<file path="src/rtl/timer_display.sv">
// Binary-to-BCD (double-dabble) converter feeding a scanned 8-digit, 7-segment display.
// Optional macro LEADING_ZERO_BLANK_EN blanks leading zero digits 1..4.
module timer_display #(
  parameter int unsigned REFRESH_DIV = 50000
) (
  input  logic        clk,
  input  logic        rst,
  input  logic        t_valid,
  input  logic [15:0] t_out,
  output logic [7:0]  an,
  output logic [6:0]  seg,
  output logic        dp,
  output logic        busy
);

  localparam int unsigned BIN_W     = 16;
  localparam int unsigned BCD_W     = 20;
  localparam int unsigned CNT_W     = 4;
  localparam int unsigned REF_W     = 16;
  localparam int unsigned IDX_W     = 3;
  localparam int unsigned LAST_STEP = 15;

  typedef enum logic [1:0] {IDLE, CONV, LOAD} state_t;

  state_t             r_state, w_state_nxt;
  logic [BIN_W-1:0]   r_bin, w_bin_nxt;
  logic [BCD_W-1:0]   r_bcd, w_bcd_nxt, w_adj;
  logic [CNT_W-1:0]   r_cnt, w_cnt_nxt;
  logic               r_pend, w_pend_nxt;
  logic [BIN_W-1:0]   r_pend_val, w_pend_val_nxt;
  logic [BCD_W-1:0]   r_disp, w_disp_nxt;
  logic               w_busy_nxt;
  logic [REF_W-1:0]   r_refresh, w_refresh_nxt;
  logic [IDX_W-1:0]   r_idx, w_idx_nxt;
  logic [4:0]         w_lz_show;
  logic [3:0]         w_nib;
  logic               w_show;
  logic [7:0]         w_an_nxt;
  logic [6:0]         w_seg_nxt;

  function automatic logic [6:0] seg_pat(input logic [3:0] d);
    case (d)
      4'd0:    seg_pat = 7'b1000000;
      4'd1:    seg_pat = 7'b1111001;
      4'd2:    seg_pat = 7'b0100100;
      4'd3:    seg_pat = 7'b0110000;
      4'd4:    seg_pat = 7'b0011001;
      4'd5:    seg_pat = 7'b0010010;
      4'd6:    seg_pat = 7'b0000010;
      4'd7:    seg_pat = 7'b1111000;
      4'd8:    seg_pat = 7'b0000000;
      4'd9:    seg_pat = 7'b0010000;
      default: seg_pat = 7'h7F;
    endcase
  endfunction

  // add-3 correction of every BCD nibble ahead of the shift
  always_comb begin
    w_adj = r_bcd;
    for (int i = 0; i < 5; i++) begin
      if (r_bcd[4*i +: 4] >= 4'd5) w_adj[4*i +: 4] = r_bcd[4*i +: 4] + 4'd3;
    end
  end

  always_ff @(posedge clk) begin
    if (rst) r_state <= IDLE;
    else     r_state <= w_state_nxt;
  end

  always_comb begin
    w_state_nxt    = r_state;
    w_bin_nxt      = r_bin;
    w_bcd_nxt      = r_bcd;
    w_cnt_nxt      = r_cnt;
    w_pend_nxt     = r_pend;
    w_pend_val_nxt = r_pend_val;
    w_disp_nxt     = r_disp;
    w_busy_nxt     = busy;
    case (r_state)
      IDLE: begin
        if (t_valid || r_pend) begin
          w_bin_nxt   = t_valid ? t_out : r_pend_val;
          w_bcd_nxt   = '0;
          w_cnt_nxt   = '0;
          w_pend_nxt  = 1'b0;
          w_busy_nxt  = 1'b1;
          w_state_nxt = CONV;
        end
      end
      CONV: begin
        w_bcd_nxt = BCD_W'({w_adj, r_bin[BIN_W-1]});
        w_bin_nxt = {r_bin[BIN_W-2:0], 1'b0};
        w_cnt_nxt = r_cnt + CNT_W'(1);
        if (r_cnt == CNT_W'(LAST_STEP)) w_state_nxt = LOAD;
      end
      LOAD: begin
        w_disp_nxt  = r_bcd;
        w_busy_nxt  = 1'b0;
        w_state_nxt = IDLE;
      end
      default: w_state_nxt = IDLE;
    endcase
    // a value arriving mid-conversion waits; newest wins
    if (t_valid && (r_state != IDLE)) begin
      w_pend_nxt     = 1'b1;
      w_pend_val_nxt = t_out;
    end
  end

  always_comb begin
    w_refresh_nxt = r_refresh + REF_W'(1);
    w_idx_nxt     = r_idx;
    if (r_refresh == REF_W'(REFRESH_DIV - 1)) begin
      w_refresh_nxt = '0;
      w_idx_nxt     = r_idx + IDX_W'(1);
    end
  end

`ifdef LEADING_ZERO_BLANK_EN
  assign w_lz_show = {|w_disp_nxt[19:16], |w_disp_nxt[19:12], |w_disp_nxt[19:8],
                      |w_disp_nxt[19:4], 1'b1};
`else
  assign w_lz_show = 5'h1F;
`endif

  // scan outputs follow the next-cycle index and display so they update with busy
  always_comb begin
    w_nib     = 4'd0;
    w_show    = 1'b0;
    w_an_nxt  = 8'hFF;
    w_seg_nxt = 7'h7F;
    case (w_idx_nxt)
      3'd0: begin w_nib = w_disp_nxt[3:0];   w_show = w_lz_show[0]; end
      3'd1: begin w_nib = w_disp_nxt[7:4];   w_show = w_lz_show[1]; end
      3'd2: begin w_nib = w_disp_nxt[11:8];  w_show = w_lz_show[2]; end
      3'd3: begin w_nib = w_disp_nxt[15:12]; w_show = w_lz_show[3]; end
      3'd4: begin w_nib = w_disp_nxt[19:16]; w_show = w_lz_show[4]; end
      default: ;
    endcase
    if (w_show) begin
      w_an_nxt  = ~(8'b1 << w_idx_nxt);
      w_seg_nxt = seg_pat(w_nib);
    end
  end

  always_ff @(posedge clk) begin
    if (rst) begin
      r_bin      <= '0;
      r_bcd      <= '0;
      r_cnt      <= '0;
      r_pend     <= 1'b0;
      r_pend_val <= '0;
      r_disp     <= '0;
      r_refresh  <= '0;
      r_idx      <= '0;
      busy       <= 1'b0;
      an         <= 8'hFE;
      seg        <= 7'b1000000;
      dp         <= 1'b1;
    end else begin
      r_bin      <= w_bin_nxt;
      r_bcd      <= w_bcd_nxt;
      r_cnt      <= w_cnt_nxt;
      r_pend     <= w_pend_nxt;
      r_pend_val <= w_pend_val_nxt;
      r_disp     <= w_disp_nxt;
      r_refresh  <= w_refresh_nxt;
      r_idx      <= w_idx_nxt;
      busy       <= w_busy_nxt;
      an         <= w_an_nxt;
      seg        <= w_seg_nxt;
      dp         <= 1'b1;
    end
  end

endmodule

</file>
<file path="config.mk">
export PLATFORM = sky130hd
export DESIGN_NAME = timer_display
export DESIGN_NICKNAME = d
export VERILOG_FILES = /design/src/rtl/timer_display.sv
export SDC_FILE = /design/constraint.sdc
export NUM_CORES = 1
export LEC_CHECK = 0
export ABC_AREA = 1
export CAP_MARGIN = 10
export CORE_ASPECT_RATIO = 0.75
export CORE_MARGIN = 4
export CORE_UTILIZATION = 35
export DETAILED_ROUTE_END_ITERATION = 7
export PLACE_DENSITY_LB_ADDON = 0.3
export SLEW_MARGIN = 20
export SYNTH_ARGS = -nofsm -noshare
export SYNTH_HDL_FRONTEND = slang
export SYNTH_SLANG_ARGS = --single-unit
</file>
<file path="constraint.sdc">
create_clock -name clk -period 3.4 [get_ports clk]
set_input_delay 0.68 -clock clk [delete_from_list [all_inputs] [get_ports clk]]
set_output_delay 0.68 -clock clk [all_outputs]
set_load 0.05 [all_outputs]
</file>
== Yosys cells after proc, flatten, opt, wreduce, memory -nomap -nowiden ==
Memories as Yosys holds them, arrays and structs flattened.
Cells that the tools add are included.
Word-level totals
  word-level logic and storage cells: 83
  flip-flop bits (word level): 114
  bits of input ports: 19
  memories kept: 1
  bits in read-only memories: 112
  output and inout port bits: 17
Cells by class
  reductions and logical operators: 16
  shifts and indexed selects: 1
  bitwise logic cells: 2
  equal/unequal tests: 10
  order comparisons: 5
  mux-type cells: 26
  add/subtract/negate cells: 8
Memory list
  (name not given): words 16, bits a word 7, rd ports 1, clocked after memory_dff 0, write ports 0, RTL line 42  | case (d)
Operator list (number)
  $mux 20: 2
  $pmux 20 s2: 1
  $mux 16: 2
  $pmux 16 s2: 1
  $ge 4x3->1 const B: 5
  $mux 4: 5
  $pmux 4 s5: 1
  $add 16x1->16 const B: 1
  $add 4x2->4 const B: 4
  $eq 16x16->1 const B: 1
  $reduce_bool 2->1: 5
  $not 8->8: 1
  $pmux 4 s2: 1
  $reduce_and 2->1: 4
  $shl 1x3->8 const A: 1
  $eq 3x2->1 const B: 2
  $mux 1: 6
  $mux 3: 2
  $mux 6: 1
  $reduce_or 5->1: 1
  $add 4x1->4 const B: 1
  $eq 4x4->1 const B: 1
  $mux 2: 2
  $ne 2x2->1 const B: 2
  14 further kinds: 15

== Depth between registers and ports, before layout ==
  depth in word-level cells: 7
  mapped depth: 18
  depth with buffers taken out: 18

== Worst setup path after synthesis ==
Ideal clock, no wire load.
  path kind: flip-flop to flip-flop
  from: reg r_refresh[0]
  to: reg seg[3]
  path slack: 1.223 ns
  cell stages (with the launch flop): 15
  data required time: 3.332 ns
  setup time: 0.068 ns
  path buffers: 0
  arrival time: 2.109 ns
  period minus slack after synthesis: 2.177 ns
  path through: dfxtp_1 > ha_1 > nand3_4 > nor2_1 > nand3_1 > nand2_4 > nand3_1 > nor2_1 > nor2_1 > nand3_1 > inv_1 > ha_1 > o21ai_0 > nand3_1 > a21oi_2
On the way
  word-level cells in the longest chain between the ends: 6
  elaborated cells between the ends (all ways): 12
  classes of those cells: eq/ne (5); mux (4); reduce/logical (2); memory (1)
Ends and longest elaborated chain
  from (decl): RTL line 33  | logic [REF_W-1:0] r_refresh, w_refresh_nxt;
  from (signal assigned): RTL line 167  | r_refresh <= w_refresh_nxt;
  $eq 16x16->1 *: RTL line 113  | if (r_refresh == REF_W'(REFRESH_DIV - 1)) begin
  $mux 3 *: RTL line 113
  $eq 3x3->1 (tied with other cells): RTL line 132  | case (w_idx_nxt)
  $pmux 4 s5 / $reduce_or 5->1 (equally long branches)
  $mem_v2 16x7 / $mux 1 (equally long branches)
  $mux 6 *: RTL line 140  | if (w_show) begin
  to (signal assigned): RTL line 171  | seg <= w_seg_nxt;
  to (decl): RTL line 11  | output logic [6:0] seg,
Every way passes the cells marked *; elsewhere a longest branch is shown, timed or not.
A chain may end at the register's enable or synchronous reset.

== Final worst setup path ==
Ends and elaborated chain as after synthesis.

==> run_results.csv <==
group,metric,value,unit
pwr,peakVddDrop,0.348,mV
clock_tree,cts.sinks,114,
pwr,powerDensity,528,nW/um^2
setup_path,worst-setup-path-type,"reg -> reg",
setup_path,worstSetupStartpointType,"flop",
detailed_routing,wl,11.3,mm
timing,fin_setup_tns,0,ns
global_route,grt_use_total,0.141,
floorplan,die_w,152,um
setup_path,cp-end-kind,"flop",
timing,setup_viol,0,
timing,clock-skew-final,0.0111,ns
setup_path,worstPathArrival,2.86,ns
placement,dp_hpwl,7.70,mm
setup_path,crit_path_max_fanout,16,
synthesis,syn_inst,746,
global_route,grt.overflow.total,0,
clock_tree,htreeDepth,4,
detailed_routing,drtPass1Iterations,5,
floorplan,initial_core_util,0.356,
cells_and_area,drive_gt1_frac,0.102,
synthesis,synthArstFlopShare,0,
pwr,cellLeakagePower,2.72,nW
synthesis,seq_area_frac_synth,0.421,
clock_tree,cts_tree,"built",
global_route,grt_pass1_wl,20.0,mm
clock_tree,clk_latency,0.41,ns
synthesis,synth_area_leaders,"dfxtp_1, nand2_1, inv_1, o21ai_0, nor2_1",
detailed_routing,drc,0,
timing,fin_crit,2.52,ns
floorplan,die_area,17600,um^2
clock_tree,cts-root-buf,"clkbuf_16",
timing,timing.slew.headroom,0.396,
clock_tree,cts_buffers,17,
outcome,status,"finished clean",
synthesis,syn_area,5420,um^2
clock_tree,clkTransAtPathRegs,0.06,ns
synthesis,synth-seq-cells,114,
detailed_routing,via_per_inst,4.48,
timing,rsz0062_at_grt,"false",
synthesis,synthMostInstantiatedCell,"nand2_1",
timing,slew_violations,0,
clock_tree,cts_hold_repair.buffers,0,
global_route,grt_start_max_net_pins,53,
timing,finalHoldViolCount,0,
detailed_routing,vias,4462,
synthesis,syn_avg_cell_area,7.27,um^2
floorplan,rows,39,
global_route,grt_pass1_vias,4185,
floorplan,core-area,15200,um^2
clock_tree,cts_setup_buffers,0,
synthesis,synth.top_cell.area_share,0.421,
global_route,antenna_found_initial,0,
placement,finalWeightedCongestion,0.763,
clock_tree,clockBufferDepth,2,
floorplan,io_pins,36,
setup_path,cp.required,3.74,ns
cells_and_area,nets,815,
detailed_routing,ant_nets,0,
timing,fin_crit_sh,0.741,
synthesis,synth_common_cells,"nand2_1, dfxtp_1, inv_1",
detailed_routing,wl_per_cell,11.4,um
detailed_routing,drt-initial-drc-count,277,
synthesis,synth-edff-count,0,
timing,worst_slew_pin_slew,0.903,ns
cells_and_area,syn_to_final_growth,20.9,%
floorplan,die_h,116,um
clock_tree,ctsResizeCount,0,
synthesis,yosysTopAreaCell,"dfxtp_1",
placement,port_buffers,34,
cells_and_area,n_antenna_cell,0,
synthesis,synthFlopType,"dfxtp_1",
min_path,hold_class,"reg -> reg",
pwr,power,3.46,mW
synthesis,synth_warnings,0,
job,maxCapViolCount,0,
synthesis,yosysUniqueCellTypes,40,
timing,max_freq,397,MHz
worst paths after layout:
path | slack [ns] | cells after the start | startpoint | to
max reg2reg | 0.88 | 14 | r_refresh[0] | seg[3]
min | 0.45 | 2 | r_pend_val[14] | r_pend_val[14]
max | 0.88 | 14 | r_refresh[0] | seg[3]
min reg2reg | 0.45 | 2 | r_pend_val[14] | r_pend_val[14]
worst max-delay path, stage by stage (launching register included):
cell	delay (ns)
dfxtp_1	0.35
ha_1	0.23
nand3_4	0.13
nor2_2	0.15
nand3_1	0.15
nand2_4	0.23
nand3_2	0.15
nor2_1	0.11
nor2_1	0.05
nand3_1	0.17
inv_1	0.11
ha_1	0.32
o21ai_0	0.08
nand3_1	0.10
a21oi_2	0.11
routing by layer:
metal | vias to the layer above | share of wire | GRT usage
met5 | - | 0 | 0
met4 | 0 | 0.0093 | 0.0509
met3 | 9 | 0.034 | 0.0407
met2 | 53 | 0.41 | 0.201
met1 | 1947 | 0.55 | 0.203
li1 | 2453 | - | -
area by class of cell:
class / count / area [um^2]
Inverter: 108 / 405
Clock buffer: 22 / 474
Multi-Input combinational cell: 496 / 2620
Fill cell: 1540 / 8670
Sequential cell: 114 / 2280
Tap cell: 205 / 256
Timing Repair Buffer: 41 / 388
Clock inverter: 10 / 131
power breakdown:
group	internal (mW)	switching (mW)	total [mW]	leakage (nW)
clock network	1.20	0.603	1.81	0.300
registers	1.38	0.0218	1.41	0.926
logic	0.0830	0.166	0.249	1.50
total	2.67	0.791	3.46	2.72
stage by stage:
stage | instance area, um^2 | instances | worst slack, ns | hold slack [ns] | utilization
2_1_floorplan | 5430 | 749 | 1.22 | 0.418 | -
3_5_place_dp | 5950 | 964 | 0.901 | 0.444 | 0.391
6_report | 6550 | 996 | 0.881 | 0.449 | 0.430
5_1_grt | 6550 | 996 | 0.581 | 0.472 | 0.430
4_1_cts | 6550 | 996 | 0.871 | 0.452 | 0.430
3_3_place_gp | 5950 | 964 | 0.894 | 0.436 | 0.391
flip-flops by register name, summed over array words and instances, names as in the netlist:
name / flops
r_pend_val: 16
r_disp: 20
r_cnt: 4
an: 8
r_state: 2
r_idx: 3
r_pend: 1
seg: 7
busy: 1
r_bcd: 20
r_refresh: 16
r_bin: 16
kinds of logic (layout without fill, tap and decap cells):
family / after synthesis / in the layout / share of synthesized area
simple gates: 318 / 318 / 0.271
other cells: 1 / 4 / 0.000692
fa+ha+maj: 18 / 18 / 0.0416
flops: 114 / 114 / 0.421
buf+inv: 139 / 181 / 0.0988
xor+xnor: 9 / 9 / 0.0145
compound gates: 147 / 147 / 0.152
cell usage in the layout, fill, tap and decap left out, drive strengths merged, types with 11 or more instances in the layout:
cell           count
ha                18
nor2              85
nor3              11
nand3             49
clkdlybuf4s50     33
a21oi             49
o211ai            12
nand2            148
o21ai             68
inv              107
clkbuf            22
dfxtp            114
(Power assumes the default switching activity.)
